**config.mk**
```make
export PLATFORM = sky130hd
export DESIGN_NAME = mem_port_arbiter
export DESIGN_NICKNAME = d
export VERILOG_FILES = /design/src/rtl/mem_port_arbiter.sv
export SDC_FILE = /design/constraint.sdc
export NUM_CORES = 1
export LEC_CHECK = 0
export CORE_UTILIZATION = 46
export CTS_CLUSTER_SIZE = 12
export DETAILED_ROUTE_END_ITERATION = 6
export PLACE_DENSITY = 0.94
export SETUP_SLACK_MARGIN = 0.05
export SLEW_MARGIN = 40
export SYNTH_ARGS = -nofsm -noshare
export SYNTH_HDL_FRONTEND = slang
export SYNTH_SLANG_ARGS = --single-unit
```
**constraint.sdc**
```tcl
create_clock -name clk -period 5 [get_ports clk]
set_clock_uncertainty 0.1 [all_clocks]
set_input_delay 0.75 -clock clk [delete_from_list [all_inputs] [get_ports clk]]
set_output_delay 0.75 -clock clk [all_outputs]
set_load 0.02 [all_outputs]
```
**src/rtl/mem_port_arbiter.sv**
```systemverilog
// Shares one registered req/ack memory bus between instruction fetch and load/store.
// MEM has fixed priority; a hung bus transaction is aborted after TIMEOUT_CYCLES with an error.
module mem_port_arbiter #(
  parameter int ADDR_WIDTH     = 32,
  parameter int DATA_WIDTH     = 32,
  parameter int TIMEOUT_CYCLES = 255
) (
  input  logic                    clk,
  input  logic                    rst_n,
  input  logic                    if_req,
  input  logic [ADDR_WIDTH-1:0]   if_addr,
  output logic [DATA_WIDTH-1:0]   if_rdata,
  output logic                    if_ack,
  output logic                    if_err,
  input  logic                    mem_req,
  input  logic                    mem_we,
  input  logic [ADDR_WIDTH-1:0]   mem_addr,
  input  logic [DATA_WIDTH-1:0]   mem_wdata,
  input  logic [DATA_WIDTH/8-1:0] mem_be,
  output logic [DATA_WIDTH-1:0]   mem_rdata,
  output logic                    mem_ack,
  output logic                    mem_err,
  output logic                    bus_req,
  output logic                    bus_we,
  output logic [ADDR_WIDTH-1:0]   bus_addr,
  output logic [DATA_WIDTH-1:0]   bus_wdata,
  output logic [DATA_WIDTH/8-1:0] bus_be,
  input  logic [DATA_WIDTH-1:0]   bus_rdata,
  input  logic                    bus_ack,
  output logic                    if_stall_req,
  output logic                    mem_stall_req
);

  localparam int BE_WIDTH    = DATA_WIDTH / 8;
  localparam bit TIMEOUT_EN  = (TIMEOUT_CYCLES > 0);
  localparam int TIMER_WIDTH = (TIMEOUT_CYCLES > 0) ? (($clog2(TIMEOUT_CYCLES + 1) > 0) ?
                               $clog2(TIMEOUT_CYCLES + 1) : 1) : 1;
  localparam logic [TIMER_WIDTH-1:0] TIMER_LAST =
    TIMER_WIDTH'((TIMEOUT_CYCLES > 0) ? (TIMEOUT_CYCLES - 1) : 0);

  typedef enum logic [1:0] {
    IDLE    = 2'd0,
    GNT_IF  = 2'd1,
    GNT_MEM = 2'd2,
    DONE    = 2'd3
  } state_t;

  state_t                 state;
  logic [TIMER_WIDTH-1:0] timer;
  logic                   timeout_hit;

  // The last permitted wait cycle; a bus_ack arriving in this same cycle still wins.
  assign timeout_hit = TIMEOUT_EN && (timer == TIMER_LAST);

  assign if_stall_req  = if_req & ~if_ack;
  assign mem_stall_req = mem_req & ~mem_ack;

  always_ff @(posedge clk or negedge rst_n) begin
    if (!rst_n) begin
      state     <= IDLE;
      timer     <= '0;
      bus_req   <= 1'b0;
      bus_we    <= 1'b0;
      bus_addr  <= '0;
      bus_wdata <= '0;
      bus_be    <= '0;
      if_rdata  <= '0;
      if_ack    <= 1'b0;
      if_err    <= 1'b0;
      mem_rdata <= '0;
      mem_ack   <= 1'b0;
      mem_err   <= 1'b0;
    end else begin
      if_ack  <= 1'b0;
      mem_ack <= 1'b0;
      case (state)
        IDLE: begin
          if (mem_req) begin
            state     <= GNT_MEM;
            bus_req   <= 1'b1;
            bus_we    <= mem_we;
            bus_addr  <= mem_addr;
            bus_wdata <= mem_wdata;
            bus_be    <= mem_be;
            timer     <= '0;
          end else if (if_req) begin
            state     <= GNT_IF;
            bus_req   <= 1'b1;
            bus_we    <= 1'b0;
            bus_addr  <= if_addr;
            bus_wdata <= '0;
            bus_be    <= {BE_WIDTH{1'b1}};
            timer     <= '0;
          end
        end

        GNT_IF, GNT_MEM: begin
          if (bus_ack || timeout_hit) begin
            state   <= DONE;
            bus_req <= 1'b0;
            if (state == GNT_MEM) begin
              mem_ack   <= 1'b1;
              mem_err   <= ~bus_ack;
              mem_rdata <= bus_ack ? bus_rdata : '0;
            end else begin
              if_ack   <= 1'b1;
              if_err   <= ~bus_ack;
              if_rdata <= bus_ack ? bus_rdata : '0;
            end
          end else if (TIMEOUT_EN) begin
            timer <= timer + 1'b1;
          end
        end

        DONE: begin
          // Requests are deliberately not sampled here; the requester sees its ack first.
          state   <= IDLE;
          if_err  <= 1'b0;
          mem_err <= 1'b0;
        end

        default: begin
          state   <= IDLE;
          bus_req <= 1'b0;
        end
      endcase
    end
  end

endmodule

```
==> results by stage <==
Pwr:
- In this run the static leakage power is 4.39 nW.
- Across the VDD grid, the largest voltage drop is 0.000345 V.
- Net switching is 36.8% of the power.
- Summed over all nets, the switching power comes to 2.35 mW.
- Per report_power, the clock group accounts for 21.0% of the total.
- The completed layout was analyzed and its total power is 6.40 mW.
- The power per cell area is 649 nW/um2.
- The internal power of the cells is 4.05 mW.
- The sequential share of power is 31.8%.
- Per report_power, the combinational group accounts for 47.2% of the total.

Finish:
- The filler cell count in the final layout is 847.
- Cells fill 74.2% of the core in the end.
- The antenna diode instance count is 0.
- The layout cell share with drive strength beyond 1 is 13.5%.
- Summing all non-filler instances in the final layout gives an area of 9870 um2.
- In the final design database the tool counted 911 nets.
- After the flow finishes, the layout carries non-filler instances totaling 956.
- The layout overhead on the synthesized area is 56.4%.

Worst setup path:
- STA classifies the critical path startpoint as an input port.
- STA puts the critical path data arrival time at 2270 ps.
- The maximum net fanout on the critical path is 7.
- The critical setup path kind is in2out.
- The critical register-to-register path endpoint is timer[6]$_DFFE_PN0P_.
- The data required time of the worst path is 4150 ps.
- The beginning of the worst register-to-register path is state[1]$_DFFE_PN0P_.
- The kind of capture point of the worst setup path is an output pin.
- The setup check on the worst reg-to-reg path leaves a slack of 2440 ps.
- The depth of the most critical reg-to-reg path is 6.

STA:
- Setup repair after global routing left no endpoint under its margin.
- In this run the tightest slew margin relative to its limit is 51.5%.
- The number of pins exceeding their max-slew limit in the final report is 0.
- The worst-case setup margin in the final layout is 1880 ps.
- The count of endpoints failing setup in the final report is 0.
- At the pin with the least slew margin, the transition time is 728 ps.
- The final count of hold timing violations is 0.
- Hold is met by 141 ps.
- The highest achievable clock rate is 0.320 GHz.
- The portion of the clock cycle consumed by the worst path in the final layout is 62.4%.
- The sum of negative setup slack is 0 ps.
- The post-route minimum period is 3120 ps.

Run:
- The number of max-cap violations is 0.

Placement:
- The count of buffers from port buffering is 277.
- The placed standard-cell area is 9220 um2.
- The cell count after placement is 923.
- The post-place setup slack is 1890 ps.
- Detailed placement finished with a half-perimeter wire length of 13.7 mm.
- The weighted congestion reported at the end of routability-driven placement is 0.936.

Floorplanning:
- Pin placement for this block handled 278 I/O pins.
- The row count is 42.
- The die covers 14,200 um2.
- For this configuration, the core starts out at a cell density of 47.5%.
- The chip height is 119 um.
- Measured along the x axis, the die boundary spans 119 um.
- The placeable core area is 13,300 um2.

Global route:
- The pin count of the biggest net entering global routing is 111.
- The via count of the first global-routing pass is 5,828.
- The total global routing overflow is 0.
- The number of antenna violations at the first check in global routing came to 0.
- The first global-routing pass estimated 31.1 mm of wire.
- The total global-route track usage is 28.9%.

Synthesis:
- The cell area after synthesis is 6310 um2.
- Counting flops with a built-in enable in the synthesized netlist gives 0.
- The synthesized net count is 639.
- Counting every instance in the synthesized netlist gives 495.
- The most frequently used flop master after synthesis is sky130_fd_sc_hd__dfrtp_1.
- By area the synthesized netlist is led by sky130_fd_sc_hd__dfrtp_1 (59%), sky130_fd_sc_hd__mux2_2 (11%), sky130_fd_sc_hd__mux2i_1 (5.2%).
- The cell type with the highest aggregate area in the netlist is sky130_fd_sc_hd__dfrtp_1.
- The mean instance size in the synthesized netlist is 12.7 um2.
- The post-synthesis cell type count is 43.
- The share of the Yosys chip area taken by registers is 58.7%.
- The async set-or-reset flop fraction in the synthesized netlist is 100%.
- Yosys printed 0 warnings.
- The top-area cell type share of the netlist area is 58.7%.
- Counting flops and latches in the post-synthesis netlist gives 148.

Clock tree:
- Once the clock tree was built, the resizer swapped 0 gates to a different size.
- After clock tree synthesis, the flow added hold-fix buffers numbering 0.
- TritonCTS built the clock tree.
- For the worst-skew pair, the clock arrives at the later sink with an insertion delay of 410 ps.
- The cell at the root of the clock tree is sky130_fd_sc_hd__clkbuf_16.
- The buffer depth of the longest clock path is 2.
- The number of clock buffers added by TritonCTS is 17.
- The clock net in this run drives a total of 148 sinks.
- The buffer count from post-CTS setup fixing is 0.
- The deepest level of the CTS H-tree is 4.
- After clock tree synthesis, the clock-pin slew on the worst setup and hold paths is 60 ps.

Route:
- The first-iteration detailed-routing DRC count is 229.
- Detailed routing inserted a total of 5,253 vias.
- The average detailed-routed wire length per instance is 20.6 um.
- The via count normalized by instance count is 5.49.
- The detail route stage leaves a number of antenna-violating nets equal to 0.
- After detailed routing, the total wire length is 19.7 mm.
- After detailed routing, the number of remaining DRC violations is 0.
- Before antenna repair, the detailed router went through 5 iterations.

Run status:
- The run finished with clean final reports.

Min path:
- The worst hold-check path type is in2async.
-- cell usage in the layout, fill, tap and decap left out, types with 3 or more instances in the layout --
cell,n
sky130_fd_sc_hd__clkinv_2,3
sky130_fd_sc_hd__or4_1,3
sky130_fd_sc_hd__nand2_1,39
sky130_fd_sc_hd__mux2_1,5
sky130_fd_sc_hd__and2_1,32
sky130_fd_sc_hd__nand2b_1,3
sky130_fd_sc_hd__clkbuf_16,17
sky130_fd_sc_hd__nand3_1,5
sky130_fd_sc_hd__a31oi_1,3
sky130_fd_sc_hd__inv_1,6
sky130_fd_sc_hd__a211o_1,3
sky130_fd_sc_hd__a21oi_1,8
sky130_fd_sc_hd__nor2_1,5
sky130_fd_sc_hd__mux2i_1,33
sky130_fd_sc_hd__and3_1,3
sky130_fd_sc_hd__bufinv_16,4
sky130_fd_sc_hd__a22o_1,35
sky130_fd_sc_hd__clkbuf_1,4
sky130_fd_sc_hd__clkdlybuf4s50_1,275
sky130_fd_sc_hd__buf_4,6
sky130_fd_sc_hd__mux2_2,59
sky130_fd_sc_hd__ha_1,6
sky130_fd_sc_hd__dfrtp_1,148
sky130_fd_sc_hd__o22a_1,4
sky130_fd_sc_hd__o21ai_0,38
-- synth_stat cells (2+ instances only) --
cell type,count
sky130_fd_sc_hd__dfrtp_1,148
sky130_fd_sc_hd__mux2_2,59
sky130_fd_sc_hd__nand2_1,39
sky130_fd_sc_hd__o21ai_0,38
sky130_fd_sc_hd__a22o_1,35
sky130_fd_sc_hd__and2_1,33
sky130_fd_sc_hd__mux2i_1,33
sky130_fd_sc_hd__clkbuf_1,21
sky130_fd_sc_hd__a21oi_1,8
sky130_fd_sc_hd__buf_6,6
sky130_fd_sc_hd__ha_1,6
sky130_fd_sc_hd__inv_1,6
sky130_fd_sc_hd__mux2_1,5
sky130_fd_sc_hd__nand3_1,5
sky130_fd_sc_hd__nor2_1,5
sky130_fd_sc_hd__o22a_1,4
sky130_fd_sc_hd__a211o_1,3
sky130_fd_sc_hd__a31oi_1,3
sky130_fd_sc_hd__and3_1,3
sky130_fd_sc_hd__nand2b_1,3
sky130_fd_sc_hd__or4_1,3
sky130_fd_sc_hd__a211oi_1,2
sky130_fd_sc_hd__a21o_1,2
sky130_fd_sc_hd__buf_1,2
sky130_fd_sc_hd__buf_2,2
sky130_fd_sc_hd__nor2b_1,2
sky130_fd_sc_hd__nor3b_1,2
sky130_fd_sc_hd__o211ai_1,2
-- kinds of logic after synthesis --
kind of cell / share of synthesized area [%]
DFF: 58.7
AOI/OAI and AO/OA: 11.7
and+or+nand+nor: 8.76
muxes: 16.7
buffers and inverters: 3.03
adders and majority gates: 1.19
-- per-layer routing --
metal,share of wire (%),up-vias,routed length (um),global-route usage [%]
met5,0,-,0,0
met4,4.6,0,900,16.5
met3,5.7,69,1120,7.09
met2,53,234,10500,51.6
met1,36,2635,7160,31.0
li1,-,2315,-,-
-- flip-flops by register name, summed over array words and instances (netlist names), 2 cells and up --
| signal | flops |
|---|---|
| state | 2 |
| bus_be | 4 |
| timer | 8 |
| mem_rdata | 32 |
| bus_addr | 32 |
| bus_wdata | 32 |
| if_rdata | 32 |
-- power by group through the flow --
stage | clock [mW] | sequential [mW] | combinational (mW)
3_5_place_dp | 0 | 2.03 | 3.00
3_3_place_gp | 0 | 1.99 | 2.88
2_1_floorplan | 0 | 2.57 | 1.01
6_report | 1.34 | 2.04 | 3.02
4_1_cts | 1.36 | 2.03 | 3.04
5_1_grt | 1.41 | 2.09 | 3.18
-- layout make-up --
type | count | area [um2] | share of cell area, %
well taps | 176 | 220 | 2.23
multi-input cells | 309 | 2430 | 24.6
clock buffers | 23 | 468 | 4.74
flip-flops and latches | 148 | 3700 | 37.5
inverters | 6 | 22.5 | 0.228
clock inverters | 9 | 151 | 1.53
repair buffers | 285 | 2870 | 29.1
-- critical path, cell delays in order --
cell and delay, ps:
sky130_fd_sc_hd__clkdlybuf4s50_1 660, sky130_fd_sc_hd__nor2b_1 230, sky130_fd_sc_hd__clkdlybuf4s50_1 630
-- worst max path at each step --
| stage | startpoint | to | slack [ps] | depth (start not counted) |
|---|---|---|---|---|
| final | if_req | if_stall_req | 1880 | 3 |
| after global routing | if_req | if_stall_req | 1860 | 3 |
| after CTS | if_req | if_stall_req | 1880 | 3 |
| after detailed placement | if_req | if_stall_req | 1890 | 3 |
| after global placement | if_req | if_stall_req | 1970 | 3 |
| after floorplan | mem_req | mem_stall_req | 2830 | 3 |
(Power assumes the default switching activity.)
